File: src/rtl/vending_pkg.sv
// Shared types, constants and helpers for the vending controller.
package vending_pkg;

  typedef enum logic [1:0] {
    IDLE   = 2'd0,
    CREDIT = 2'd1,
    VEND   = 2'd2,
    CHANGE = 2'd3
  } state_e;

  localparam int DEF_N_ITEMS  = 5;
  localparam int DEF_CREDIT_W = 8;
  localparam int SEL_W        = $clog2(DEF_N_ITEMS + 1);
  localparam int CREDIT_MAX   = (1 << DEF_CREDIT_W) - 1;

  // Widest packed price list any instance may pass in.
  localparam int PL_MAX_W = 256;

  // Brings the price of item idx (1-based) down to bit 0; the caller truncates
  // to its own credit width. Index 0 ("no item") yields a zero price.
  function automatic logic [PL_MAX_W-1:0] price_shift(input logic [PL_MAX_W-1:0] list,
                                                      input int unsigned          idx,
                                                      input int unsigned          width);
    if (idx == 0) return '0;
    return list >> ((idx - 1) * width);
  endfunction

endpackage

File: src/rtl/vending_stock.sv
// Per-item stock counters with a bulk reload and a single decrement port.
module vending_stock
  import vending_pkg::*;
#(
  parameter int N_ITEMS    = 5,
  parameter int STOCK_W    = 4,
  parameter int STOCK_INIT = 3,
  parameter int IDX_W      = $clog2(N_ITEMS + 1)
) (
  input  logic               clk,
  input  logic               rst,
  input  logic               restock_i,
  input  logic               dec_en_i,
  input  logic [IDX_W-1:0]   dec_idx_i,
  input  logic [IDX_W-1:0]   rd_idx_i,
  output logic [STOCK_W-1:0] count_o
);

  logic [STOCK_W-1:0] stock_q [1:N_ITEMS];

  // Reload all counters on restock, otherwise decrement the vended item.
  // NOTE: this array is reset (unlike a RAM) because reset must restore a known stock level.
  always_ff @(posedge clk or posedge rst) begin
    if (rst) begin
      for (int i = 1; i <= N_ITEMS; i++) stock_q[i] <= STOCK_W'(STOCK_INIT);
    end else begin
      for (int i = 1; i <= N_ITEMS; i++) begin
        if (restock_i) begin
          stock_q[i] <= STOCK_W'(STOCK_INIT);
        end else if (dec_en_i && (dec_idx_i == IDX_W'(i)) && (stock_q[i] != '0)) begin
          stock_q[i] <= stock_q[i] - STOCK_W'(1);
        end
      end
    end
  end

  // Read the counter at the requested index; out-of-range indices read as empty.
  always_comb begin
    count_o = '0;
    for (int i = 1; i <= N_ITEMS; i++) begin
      if (rd_idx_i == IDX_W'(i)) count_o = stock_q[i];
    end
  end

endmodule

File: src/rtl/vending_fsm.sv
// Moore vending controller: credit accumulation, selection, price/stock check,
// one-cycle vend and one-cycle change return.
module vending_fsm
  import vending_pkg::*;
#(
  parameter int                            N_ITEMS    = 5,
  parameter int                            CREDIT_W   = 8,
  parameter logic [N_ITEMS*CREDIT_W-1:0]   PRICE_LIST = 40'h19_140F_0A05,
  parameter int                            STOCK_W    = 4,
  parameter int                            STOCK_INIT = 3
) (
  input  logic                              clk,
  input  logic                              rst,
  input  logic                              coin_valid,
  input  logic [CREDIT_W-1:0]               coin_val,
  input  logic                              switch,
  input  logic                              buy,
  input  logic                              cancel,
  input  logic                              restock,
  output logic [$clog2(N_ITEMS+1)-1:0]      sel,
  output logic [CREDIT_W-1:0]               credit,
  output logic [$clog2(N_ITEMS+1)-1:0]      drink,
  output logic                              drink_valid,
  output logic [CREDIT_W-1:0]               change,
  output logic                              change_valid,
  output logic                              coin_reject,
  output logic                              deny,
  output logic                              sold_out
);

  localparam int SEL_BITS = $clog2(N_ITEMS + 1);

  state_e                state_q, state_d;
  logic [SEL_BITS-1:0]   sel_q, sel_d;
  logic [SEL_BITS-1:0]   vend_idx_q, vend_idx_d;
  logic [CREDIT_W-1:0]   credit_q, credit_d;
  logic                  coin_reject_q, coin_reject_d;
  logic                  deny_q, deny_d;

  logic [CREDIT_W-1:0]   price_sel;
  logic [CREDIT_W-1:0]   price_vend;
  logic [CREDIT_W:0]     coin_sum;
  logic [STOCK_W-1:0]    stock_sel;
  logic                  buy_ok;
  logic                  restock_en;
  logic                  dec_en;

  // Prices of the displayed selection (for the buy check) and of the item
  // being vended (latched at buy so a later switch cannot change the charge).
  assign price_sel  = CREDIT_W'(price_shift(PL_MAX_W'(PRICE_LIST), 32'(sel_q), CREDIT_W));
  assign price_vend = CREDIT_W'(price_shift(PL_MAX_W'(PRICE_LIST), 32'(vend_idx_q), CREDIT_W));

  // Extra top bit is the carry: set means the coin would overflow the credit.
  assign coin_sum = {1'b0, credit_q} + {1'b0, coin_val};
  assign buy_ok   = (credit_q >= price_sel) && (stock_sel != '0);

  vending_stock #(
    .N_ITEMS    (N_ITEMS),
    .STOCK_W    (STOCK_W),
    .STOCK_INIT (STOCK_INIT),
    .IDX_W      (SEL_BITS)
  ) u_stock (
    .clk       (clk),
    .rst       (rst),
    .restock_i (restock_en),
    .dec_en_i  (dec_en),
    .dec_idx_i (vend_idx_q),
    .rd_idx_i  (sel_q),
    .count_o   (stock_sel)
  );

  // State, selection, credit and pulse registers.
  // NOTE: sequential state uses non-blocking assignments so every register samples pre-edge values.
  always_ff @(posedge clk or posedge rst) begin
    if (rst) begin
      state_q       <= IDLE;
      sel_q         <= SEL_BITS'(1);
      vend_idx_q    <= SEL_BITS'(1);
      credit_q      <= '0;
      coin_reject_q <= 1'b0;
      deny_q        <= 1'b0;
    end else begin
      state_q       <= state_d;
      sel_q         <= sel_d;
      vend_idx_q    <= vend_idx_d;
      credit_q      <= credit_d;
      coin_reject_q <= coin_reject_d;
      deny_q        <= deny_d;
    end
  end

  // Next-state and datapath control.
  // NOTE: every signal gets a default first so no path leaves one unassigned (no latches).
  always_comb begin
    state_d       = state_q;
    sel_d         = sel_q;
    vend_idx_d    = vend_idx_q;
    credit_d      = credit_q;
    coin_reject_d = 1'b0;
    deny_d        = 1'b0;
    restock_en    = 1'b0;
    dec_en        = 1'b0;

    unique case (state_q)
      IDLE, CREDIT: begin
        if (switch) begin
          sel_d = (sel_q == SEL_BITS'(N_ITEMS)) ? SEL_BITS'(1) : sel_q + SEL_BITS'(1);
        end
        if (coin_valid) begin
          if (coin_sum[CREDIT_W]) coin_reject_d = 1'b1;
          else                    credit_d      = coin_sum[CREDIT_W-1:0];
        end
        restock_en = restock;
        state_d    = (credit_d != '0) ? CREDIT : IDLE;

        // Cancel outranks buy; in IDLE it simply swallows the buy.
        if (cancel) begin
          if (state_q == CREDIT) state_d = CHANGE;
        end else if (buy) begin
          if (buy_ok) begin
            state_d    = VEND;
            vend_idx_d = sel_q;
          end else begin
            deny_d = 1'b1;
          end
        end
      end

      VEND: begin
        dec_en        = 1'b1;
        credit_d      = credit_q - price_vend;
        state_d       = (credit_d != '0) ? CHANGE : IDLE;
        coin_reject_d = coin_valid;
      end

      CHANGE: begin
        credit_d      = '0;
        state_d       = IDLE;
        coin_reject_d = coin_valid;
      end

      default: state_d = IDLE;
    endcase
  end

  // Moore outputs: registers or decodes of the current state.
  assign sel          = sel_q;
  assign credit       = credit_q;
  assign drink_valid  = (state_q == VEND);
  assign drink        = drink_valid ? vend_idx_q : '0;
  assign change_valid = (state_q == CHANGE);
  assign change       = change_valid ? credit_q : '0;
  assign coin_reject  = coin_reject_q;
  assign deny         = deny_q;
  assign sold_out     = (stock_sel == '0);

endmodule

File: config.mk
export PLATFORM = sky130hd
export DESIGN_NAME = vending_fsm
export DESIGN_NICKNAME = d
export VERILOG_FILES = /design/src/rtl/vending_pkg.sv /design/src/rtl/vending_stock.sv /design/src/rtl/vending_fsm.sv
export SDC_FILE = /design/constraint.sdc
export NUM_CORES = 1
export LEC_CHECK = 0
export CORE_MARGIN = 4
export CORE_UTILIZATION = 56
export CTS_CLUSTER_DIAMETER = 40
export DETAILED_ROUTE_END_ITERATION = 16
export PLACE_DENSITY = 0.84
export SYNTH_ARGS = -nofsm -noshare
export SYNTH_HDL_FRONTEND = slang
export SYNTH_SLANG_ARGS = --single-unit
File: constraint.sdc
create_clock -name clk -period 3.6 [get_ports clk]
set_clock_uncertainty 0.05 [all_clocks]
set_input_delay 1.08 -clock clk [delete_from_list [all_inputs] [get_ports clk]]
set_output_delay 1.08 -clock clk [all_outputs]
set_load 0.01 [all_outputs]
==> out/metrics.cfg, run 1 <==
[routing]
vias = 3026
route.detailed.drc = 0
routed_wl_mm = 8.537
postRouteAntennaNets = 0
viasPerCell = 6.076
drt_iter0_drc = 211
wl_per_cell_um = 17.14
firstDrtPassIters = 5

[finish]
fin_cells = 498
fin_area_sq_um = 3902
layout-drive-gt1-share_pct = 12.21
antenna_cells = 0
area_delta_synth_final_pct = 22.89
fin_nets = 479

[synthesis]
synth_flop_cell = dfrtp_1
yosysTopAreaCellShare_pct = 20.49
synth_top_area_cell = dfrtp_1
yosysSeqAreaShare_pct = 30.42
avgSynthCellArea_sq_um = 8.583
syn_inst = 370
yosysWarningCount = 0
synth_edf_count = 0
ys_top_cells_by_area = dfrtp_1 20%, ha_1 14%, dfstp_2 9.9%
syn_nets = 423
ys_seq_elements = 38
netlist-cell-type-count = 57
synthArstFlopShare_pct = 100.0
synth_area_sq_um = 3176

[floorplan]
num_rows = 27
dieHeight_um = 83.31
io_pins = 42
die_area_sq_um = 6940
start_util_pct = 57.67
coreArea_sq_um = 5507
die_w_um = 83.31

[timing]
worst_slack_ns = 0.03504
finalCritPeriodShare_pct = 99.03
setup_violations = 0
hold_viol = 0
worstMarginPinSlew_ns = 0.9468
worst_hold_slack_ns = 0.4709
fmax_mhz = 280.5
period_needed_ns = 3.565
slew_violations = 0
slew_headroom_pct = 36.08

[critical_path]
worstPathArrival_ns = 3.68
critPathSlowestCell = or4_1
critPathKind = primary input to flop
worstReg2RegEnd = state_q[1]$_DFF_PP0_
path_depth = 7
cp_common_cell = or4_1
cp_top_family = simple AND/OR/NAND/NOR gates
reg2reg_depth = 16
critPathBufInv = 1
worst-path-max-fanout = 2
max_stage_delay_ns = 0.53
required_ns = 3.72
rrSetupSlack_ns = 0.05
r2r-start = vend_idx_q[0]$_DFFE_PP1P_
start_kind = primary input
end_kind = flop
crit_chain = clkdlybuf4s50_1 > ha_1 > fa_1 > or4_1 > or4_1 > o311ai_1 > o22ai_1

[place]
numPortBuffers = 41
dpl.hpwl_mm = 6.343
place_area_sq_um = 3781
dp_cells = 490
gp_congestion = 0.9251
pre_cts_ws_ns = -0.2503

[power]
p_leak_nw = 1.832
finalPower_mw = 3.644
sw_frac_of_total_pct = 48.23
p_int_mw = 1.887
p_comb_share_pct = 71.1
pwr_density_cell_nw_per_um2 = 933.8
p_switching_mw = 1.758
ir_drop_mv = 0.4964
pwr-share-seq_pct = 21.0
clockPowerShare_pct = 7.9

[clocking]
cts_buffers = 5
max-clock-path-buffers = 2
htree_levels = 2
ctsHoldBuffers = 0
tritoncts = yes
worstSkewPairLatency_ns = 0.29
clockRootBuffer = clkbuf_8
path_clk_slew_ns = 0.08
cts_sinks = 38

[worst_hold_path]
hold_depth = 2
hold_end = u_stock.stock_q[17]$_DFFE_PP1P_
min_path_type = flop to flop
hp-start = u_stock.stock_q[17]$_DFFE_PP1P_

[global_route]
met3_usage_pct = 3.472
gr-usage-all-layers_pct = 24.30
grt-ovfl-total = 0
met2_usage_pct = 38.85
grt_pass1_wl_mm = 14.07
grt.met1_usage_pct = 33.83
busiest_layer = met2
grt_max_degree = 39
grt_pass1_vias = 3012
antenna_found_initial = 0

[run]
timing.max_cap.violations = 0

[run_status]
status = finished, final reports clean

==> timing repair <==
item                                    4_1_cts  5_1_grt
pin swaps                                     1        1
endpoints found under the setup margin        2        5
hold endpoints to repair                      0        0
buffers inserted                              1        0
resized for setup                             1       10
==> synth_stat cells (all sizes together) (2+ instances only) <==
master  instances
a211oi          3
a21boi          2
a21o            8
a21oi          14
a31oi           5
a32oi           2
and2            3
and3           10
buf             2
clkbuf          9
dfrtp          26
dfstp          12
fa              2
ha             36
inv            34
mux2i           7
nand2          29
nand2b          6
nand3           8
nand4           6
nor2           35
nor2b           4
nor3b           4
nor4            9
nor4b           2
o211ai          6
o21a            3
o21ai          19
o22ai           7
o311ai          4
o31a            2
o41ai           4
or3             3
or4             4
xnor2          16
xor2            7
==> registers in the layout, indices dropped and copies added, names as in the netlist <==
name	cells
u_stock.stock_q	20
credit	8
sel	3
vend_idx_q	3
state_q	2
coin_reject	1
deny	1
==> stage by stage <==
stage,setup TNS (ns),util (%)
2_1_floorplan,0,-
3_3_place_gp,-0.1772,68.67
3_5_place_dp,-0.3258,68.67
4_1_cts,0,70.23
5_1_grt,-0.1566,70.87
6_report,0,70.87
==> logic make-up (layout without fill, tap and decap cells) <==
| logic type | after synthesis | count (layout) | share of synthesized area [%] |
|---|---|---|---|
| adders and majority gates | 38 | 38 | 15.45 |
| buffers and inverters | 45 | 101 | 5.358 |
| DFF | 38 | 38 | 30.42 |
| AOI/OAI and AO/OA | 89 | 89 | 18.91 |
| xor gates and xnor gates | 23 | 23 | 6.343 |
| muxes | 8 | 8 | 2.561 |
| and+or+nand+nor | 129 | 129 | 20.96 |
==> power by group through the flow <==
stage | sequential (mW) | combinational, mW | clock, mW
after global placement | 0.761 | 2.33 | 0
after CTS | 0.760 | 2.46 | 0.285
after global routing | 0.788 | 2.85 | 0.307
after detailed placement | 0.766 | 2.41 | 0
after floorplan | 0.726 | 1.60 | 0
final | 0.766 | 2.59 | 0.287
==> layout by cell type (no fill, tap or decap), types with 4 or more instances in the layout <==
master            n
clkdlybuf4s50_1  40
nor2_1           35
ha_1             35
inv_1            33
nand2_1          29
dfrtp_1          26
o21ai_0          18
buf_4            18
xnor2_1          16
dfstp_2          12
a21oi_1          11
and3_1           10
nand3_1           8
nor4_1            8
a21o_1            8
xor2_1            7
o22ai_1           7
mux2i_1           7
o211ai_1          6
nand4_1           6
nand2b_1          6
a31oi_1           5
clkbuf_8          5
nor2b_1           4
nor3b_1           4
or4_1             4
==> worst max path at each step <==
stage               slack, ns                 startpoint                    to
detailed placement      -0.25                coin_val[0]  state_q[0]$_DFF_PP0_
global placement        -0.17                coin_val[0]  state_q[0]$_DFF_PP0_
global route             -0.1  vend_idx_q[0]$_DFFE_PP1P_  state_q[1]$_DFF_PP0_
floorplan                0.35                coin_val[0]  state_q[0]$_DFF_PP0_
finish                   0.04                coin_val[0]  state_q[0]$_DFF_PP0_
CTS                      0.03  vend_idx_q[0]$_DFFE_PP1P_  state_q[1]$_DFF_PP0_
==> routing by layer <==
layer,up-vias,wire length [um],share of wire [%]
li1,1451,-,-
met1,1451,3862,45
met2,107,4091,48
met3,17,421,4.9
met4,0,162,1.9
met5,-,0,0
==> layout make-up <==
type                            instances  area, sq um
Timing Repair Buffer                   60        568.0
Fill cell                             412         1604
Clock buffer                            5        68.82
Clock inverter                          2        10.01
Sequential cell                        38        965.9
Tap cell                               72        90.09
Inverter                               34        127.6
Multi-Input combinational cell        287         2072
==> worst register-to-register path, delay by kind of cell (launching register included) <==
family          cells  cell delay (ns)
compound gates      7             1.10
xor+xnor            1             0.23
fa+ha+maj           3             0.85
buf+inv             4             0.50
flops               1             0.54
simple gates        1             0.14
(Power assumes the default switching activity.)
==> run 2, diff against run 1 <==
--- a/config.mk
+++ b/config.mk
@@ -9,6 +9,7 @@
 export CORE_UTILIZATION = 56
 export CTS_CLUSTER_DIAMETER = 40
 export DETAILED_ROUTE_END_ITERATION = 16
+export GPL_ROUTABILITY_DRIVEN = 0
 export PLACE_DENSITY = 0.84
 export SYNTH_ARGS = -nofsm -noshare
 export SYNTH_HDL_FRONTEND = slang
==> run 2 against run 1 <==
Die area did not move. Largest cell class unchanged. Sequential power about the same. Count of clock-buffer cells in the layout is 1 higher. Sequential share of layout area shrank 0.17 points. Final area rose by 0.67%.
==> out/metrics.cfg, run 2 (synthesis results as in run 1) <==
[finish]
fin_area_sq_um = 3929  ; +0.67%
mostFrequentLayoutCell = clkdlybuf4s50_1
layout-drive-gt1-share_pct = 13.08  ; +0.88 points
area_delta_synth_final_pct = 23.72
layout.area.seq_sq_um = 965.9  ; unchanged
multi_input_area_sq_um = 2074  ; +0.12%
largest_reg_flops = 20  ; unchanged
fin_cells = 500  ; +0.40%
final_cell_mix = 40 x clkdlybuf4s50_1, 35 x nor2_1, 34 x ha_1
antenna_cells = 0  ; unchanged
fin_nets = 480  ; +0.21%
top_register = u_stock.stock_q
fillers = 423  ; +2.7%

[timing]
finalCritPeriodShare_pct = 99.56  ; +0.53 points
period_needed_ns = 3.584  ; +0.01914 ns
fmax_mhz = 279.0  ; -0.53%
worstMarginPinSlew_ns = 0.9793  ; +0.03253 ns
setup_violations = 0  ; unchanged
worst_hold_slack_ns = 0.4632  ; -0.007775 ns
hold_viol = 0  ; unchanged
slew_headroom_pct = 33.88  ; -2.2 points
slew_violations = 0  ; unchanged

[clocking]
max-clock-path-buffers = 2  ; unchanged
path_clk_slew_ns = 0.08  ; about the same
htree_levels = 2  ; unchanged
cts_sinks = 38  ; unchanged
worstSkewPairLatency_ns = 0.29  ; about the same
clockRootBuffer = clkbuf_8
cts_buffers = 5  ; unchanged
tritoncts = yes
ctsHoldBuffers = 0  ; unchanged

[critical_path]
start_kind = primary input
cp_common_cell = or4_1
required_ns = 3.71  ; about the same
critPathSlowestCell = or4_1
end_kind = flop
r2r-start = vend_idx_q[0]$_DFFE_PP1P_
worstSetupStartpoint = coin_val[0]
crit_chain = clkdlybuf4s50_1 > ha_2 > fa_2 > or4_1 > or4_1 > o311ai_2 > o22ai_1
max_stage_delay_ns = 0.55  ; +0.02 ns
reg2reg_depth = 16  ; unchanged
worstReg2RegEnd = state_q[1]$_DFF_PP0_
worstPathArrival_ns = 3.69  ; about the same
worst-path-max-fanout = 2  ; unchanged
rrSetupSlack_ns = 0.12  ; +0.07 ns
critPathKind = primary input to flop

[run_status]
status = finished, final reports clean

[floorplan]
die_area_sq_um = 6940  ; unchanged
dieHeight_um = 83.31  ; unchanged
num_rows = 27  ; unchanged
coreArea_sq_um = 5507  ; unchanged
start_util_pct = 57.67  ; unchanged
die_w_um = 83.31  ; unchanged
io_pins = 42  ; unchanged

[routing]
drt_iter0_drc = 168  ; -20%
firstDrtPassIters = 4  ; -1
postRouteAntennaNets = 0  ; unchanged
vias = 3018  ; -0.26%
wl_per_cell_um = 16.76  ; -2.2%
route.detailed.drc = 0  ; unchanged
viasPerCell = 6.036  ; -0.66%
routed_wl_mm = 8.381  ; -1.8%

[global_route]
antenna_found_initial = 0  ; unchanged
grt_max_degree = 39  ; unchanged
grt_pass1_wl_mm = 14.04  ; -0.20%
gr-usage-all-layers_pct = 24.48  ; +0.18 points
grt_pass1_vias = 2975  ; -1.2%
grt-ovfl-total = 0  ; unchanged

[worst_hold_path]
hold_depth = 1  ; -1
hold_end = sel[0]$_DFFE_PP1P_
hp-start = sel[0]$_DFFE_PP1P_
min_path_type = flop to flop

[power]
pwr_density_cell_nw_per_um2 = 945.4  ; +1.2%
p_leak_nw = 1.833  ; about the same
ir_drop_mv = 0.5118  ; +3.1%

[place]
dp_cells = 490  ; unchanged
dpl.hpwl_mm = 6.283  ; -0.95%
place_area_sq_um = 3781  ; unchanged
numPortBuffers = 41  ; unchanged

[run]
timing.max_cap.violations = 0  ; unchanged

## run 2: critical path: cells and delay by family
family	cells	cell delay [ns]
AO/OA/AOI/OAI	2	0.39
buffers and inverters	1	0.49
AND/OR/NAND/NOR	2	1.09
adder cells (fa/ha/maj)	2	0.64
## run 2: layout make-up
cell class | instances | share of cell area (%)
clock inverter | 2 | 0.3185
sequential | 38 | 24.59
inverter | 34 | 3.248
tap | 72 | 2.293
clock buffer | 6 | 2.102
multi-input combinational | 287 | 52.80
timing repair buffer | 61 | 14.65
## run 2: power breakdown
group	total [mW]	internal (mW)	leakage, nW	switching, mW
Combinational	2.64	1.24	1.32	1.40
Clock	0.314	0.154	0.0472	0.160
Sequential	0.764	0.570	0.469	0.194
Total	3.71	1.96	1.83	1.75
## run 2: timing repair
action | in CTS | in global routing
gates cloned | 0 | 0
pin swaps | 1 | 1
buffers inserted | 1 | 1
setup endpoints to repair | 3 | 4
gates resized for setup | 1 | 13
## run 2: stage by stage
stage	util [%]	setup WS, ns	TNS [ns]	total power [mW]
2_1_floorplan	-	0.3461	0	2.322
3_3_place_gp	68.67	-0.1749	-0.1831	3.103
3_5_place_dp	68.67	-0.2634	-0.3105	3.196
4_1_cts	70.53	0.03998	0	3.543
5_1_grt	71.35	-0.05962	-0.1097	4.058
6_report	71.35	0.01590	0	3.714
## run 2: how the worst max path moves through the flow
stage / slack, ns / to / depth (start not counted)
after floorplan: 0.35 / state_q[0]$_DFF_PP0_ / 6
after global placement: -0.17 / state_q[0]$_DFF_PP0_ / 8
after global routing: -0.06 / state_q[1]$_DFF_PP0_ / 16
after detailed placement: -0.26 / state_q[0]$_DFF_PP0_ / 8
final: 0.02 / state_q[0]$_DFF_PP0_ / 7
after CTS: 0.04 / state_q[0]$_DFF_PP0_ / 8
## run 2: routing by layer
metal	vias up	track usage, %	wire, um
met1	1433	33.48	3712
li1	1456	-	-
met5	-	0	0
met4	0	9.807	212
met2	102	39.21	3992
met3	27	3.075	464
==> run 3, diff against run 2 <==
--- a/config.mk
+++ b/config.mk
@@ -5,6 +5,7 @@
 export SDC_FILE = /design/constraint.sdc
 export NUM_CORES = 1
 export LEC_CHECK = 0
+export ABC_AREA = 1
 export CORE_MARGIN = 4
 export CORE_UTILIZATION = 56
 export CTS_CLUSTER_DIAMETER = 40
==> run 3 against run 2 <==
Critical path depth rose by 3. Clock power is 15% higher. Die area up 3.2%. Routed wire length decreased by 5.0%. Synthesized cell count grew 28%. Global-route usage down 1.0 points. Setup slack better by 0.13 ns. Register-to-register slack improved by 0.36 ns. Final area hardly changed. Sequential share of layout area about the same. Largest power group unchanged. Power fell by 12%.
==> out/metrics.cfg, run 3 <==
[power]
p_leak_nw = 2.069  ; +13%
p_int_mw = 1.643  ; -16%
p_switching_mw = 1.634  ; -6.6%
pwr-share-seq_pct = 22.4  ; +1.8 points
sw_frac_of_total_pct = 49.87  ; +2.7 points
clockPowerShare_pct = 11.0  ; +2.6 points
p_comb_share_pct = 66.6  ; -4.4 points
ir_drop_mv = 0.4551  ; -11%
pwr_density_cell_nw_per_um2 = 834.5  ; -12%

[timing]
finalCritPeriodShare_pct = 95.92  ; -3.6 points
worstMarginPinSlew_ns = 0.4704  ; -0.5089 ns
fmax_mhz = 289.6  ; +3.8%
period_needed_ns = 3.453  ; -0.1308 ns
slew_violations = 0  ; unchanged
hold_viol = 0  ; unchanged
slew_headroom_pct = 68.45  ; +35 points
setup_violations = 0  ; unchanged

[floorplan]
start_util_pct = 58.66  ; +0.99 points
io_pins = 42  ; unchanged
die_w_um = 84.64  ; +1.6%
dieHeight_um = 84.64  ; +1.6%
die_area_sq_um = 7164  ; +3.2%
num_rows = 27  ; unchanged
coreArea_sq_um = 5608  ; +1.8%

[synthesis]
synth_common_cells = 121 x nand2_1, 83 x inv_1, 49 x nor2_1
yosysWarningCount = 0  ; unchanged
synthArstFlopShare_pct = 100.0  ; unchanged
synth_top_area_cell = dfrtp_1
syn_nets = 528  ; +25%
ys_seq_elements = 38  ; unchanged
synth_flop_cell = dfrtp_1
synth_area_sq_um = 3289  ; +3.6%
ys_top_cells_by_area = dfrtp_1 20%, nand2_1 14%, ha_1 14%
synth_edf_count = 0  ; unchanged
synth_most_common_cell = nand2_1
yosysTopAreaCellShare_pct = 19.78  ; -0.71 points
avgSynthCellArea_sq_um = 6.925  ; -19%
yosysSeqAreaShare_pct = 29.36  ; -1.1 points
syn_inst = 475  ; +28%
netlist-cell-type-count = 39  ; -32%

[place]
dpl.hpwl_mm = 6.273  ; -0.16%
numPortBuffers = 41  ; unchanged
place_area_sq_um = 3792  ; +0.30%

[run_status]
status = finished, final reports clean

[finish]
final_cell_mix = 121 x nand2_1, 83 x inv_1, 48 x nor2_1
mostFrequentLayoutCell = nand2_1
layout.area.seq_sq_um = 967.2  ; +0.13%
top_register = u_stock.stock_q
fin_nets = 578  ; +20%
multi_input_area_sq_um = 1984  ; -4.3%
layout-drive-gt1-share_pct = 8.365  ; -4.7 points
antenna_cells = 0  ; unchanged
largest_reg_flops = 20  ; unchanged
fin_area_sq_um = 3928  ; about the same
post-route-util_pct = 70.04  ; -1.3 points
fillers = 496  ; +17%
area_delta_synth_final_pct = 19.40

[routing]
postRouteAntennaNets = 0  ; unchanged
firstDrtPassIters = 5  ; +1
route.detailed.drc = 0  ; unchanged
wl_per_cell_um = 13.31  ; -21%
drt_iter0_drc = 187  ; +11%
routed_wl_mm = 7.959  ; -5.0%
viasPerCell = 5.380  ; -11%
vias = 3217  ; +6.6%

[critical_path]
max_stage_delay_ns = 0.58  ; +0.03 ns
crit_chain = buf_4 > ha_1 > ha_1 > nand3_1 > nand2_1 > inv_1 > nand2_1 > nand2_1 > nand2_1 > clkdlybuf4s50_1
r2r-start = vend_idx_q[0]$_DFFE_PP1P_
required_ns = 2.47  ; -1.24 ns
end_kind = output port
cp_common_cell = nand2_1
cp-endpoint = sold_out
worst-path-max-fanout = 5  ; +3
worstPathArrival_ns = 2.32  ; -1.37 ns
start_kind = flop
worstReg2RegEnd = state_q[0]$_DFF_PP0_
reg2reg_depth = 18  ; +2
critPathSlowestCell = dfstp_2
critPathKind = flop to output port
rrSetupSlack_ns = 0.48  ; +0.36 ns
worstSetupStartpoint = sel[0]$_DFFE_PP1P_

[global_route]
gr-usage-all-layers_pct = 23.46  ; -1.0 points
grt_pass1_wl_mm = 13.88  ; -1.1%
antenna_found_initial = 0  ; unchanged
grt-ovfl-total = 0  ; unchanged
grt_max_degree = 39  ; unchanged
grt_pass1_vias = 3092  ; +3.9%

[clocking]
worstSkewPairLatency_ns = 0.29  ; about the same
path_clk_slew_ns = 0.08  ; about the same
cts_sinks = 38  ; unchanged
max-clock-path-buffers = 2  ; unchanged
htree_levels = 2  ; unchanged
cts_buffers = 5  ; unchanged
clockRootBuffer = clkbuf_8
tritoncts = yes

[run]
timing.max_cap.violations = 0  ; unchanged

[worst_hold_path]
min_path_type = flop to flop
hold_depth = 2  ; +1

-- run 3: per-layer routing --
metal	vias to the layer above	GRT usage (%)	part of all wire, %
met5	-	0	0
met4	0	6.043	1.5
met3	15	4.612	5.2
met2	89	38.29	47
met1	1478	31.91	46
li1	1635	-	-
-- run 3: how the worst min path moves through the flow --
stage                                endpoint                           start
6_report       u_stock.stock_q[0]$_DFFE_PP1P_  u_stock.stock_q[0]$_DFFE_PP1P_
5_1_grt        u_stock.stock_q[0]$_DFFE_PP1P_  u_stock.stock_q[0]$_DFFE_PP1P_
3_5_place_dp   u_stock.stock_q[0]$_DFFE_PP1P_  u_stock.stock_q[0]$_DFFE_PP1P_
4_1_cts        u_stock.stock_q[0]$_DFFE_PP1P_  u_stock.stock_q[0]$_DFFE_PP1P_
2_1_floorplan  u_stock.stock_q[0]$_DFFE_PP1P_  u_stock.stock_q[0]$_DFFE_PP1P_
3_3_place_gp   u_stock.stock_q[0]$_DFFE_PP1P_  u_stock.stock_q[0]$_DFFE_PP1P_
-- run 3: area by class of cell --
class | instances | share of cell area [%]
clock buffer | 5 | 1.752
clock inverter | 3 | 1.019
inverter | 87 | 8.378
multi-input combinational | 347 | 50.53
sequential | 38 | 24.63
tap | 72 | 2.294
timing repair buffer | 46 | 11.40
-- run 3: kinds of logic after synthesis --
group / count (synthesis) / synth area share, %
AND/OR/NAND/NOR: 233 / 31.23
XOR/XNOR: 7 / 1.864
buffers and inverters: 90 / 10.38
adder cells (fa/ha/maj): 38 / 14.91
AO/OA/AOI/OAI: 69 / 12.25
flip-flops: 38 / 29.36
-- run 3: power groups by stage --
stage	clock network, mW	registers, mW	logic (mW)
2_1_floorplan	0	0.715	1.51
3_3_place_gp	0	0.738	2.05
3_5_place_dp	0	0.746	2.12
4_1_cts	0.367	0.738	2.13
5_1_grt	0.388	0.760	2.49
6_report	0.360	0.735	2.18
-- run 3: worst max-delay path, delay by kind of cell (launching register included) --
kind,cells,cell delay [ns]
buffers and inverters,3,0.70
DFF,1,0.58
adders and majority gates,2,0.40
and+or+nand+nor,5,0.35
-- run 3: through the flow --
step	setup slack, ns	TNS, ns	total power, mW	hold WS, ns	instances
6_report	0.1467	0	3.277	0.4504	598
5_1_grt	-0.006433	-0.006433	3.633	0.4697	598
4_1_cts	0.08838	0	3.236	0.4540	595
3_5_place_dp	0.2097	0	2.862	0.4419	587
3_3_place_gp	0.3301	0	2.790	0.4324	587
2_1_floorplan	0.8411	0	2.229	0.4198	475
-- run 3: what timing repair did --
item	4_1_cts	5_1_grt
hold endpoints to repair	0	0
hold buffers	0	0
buffers inserted	0	3
resized for setup	0	2
endpoints found under the setup margin	0	1
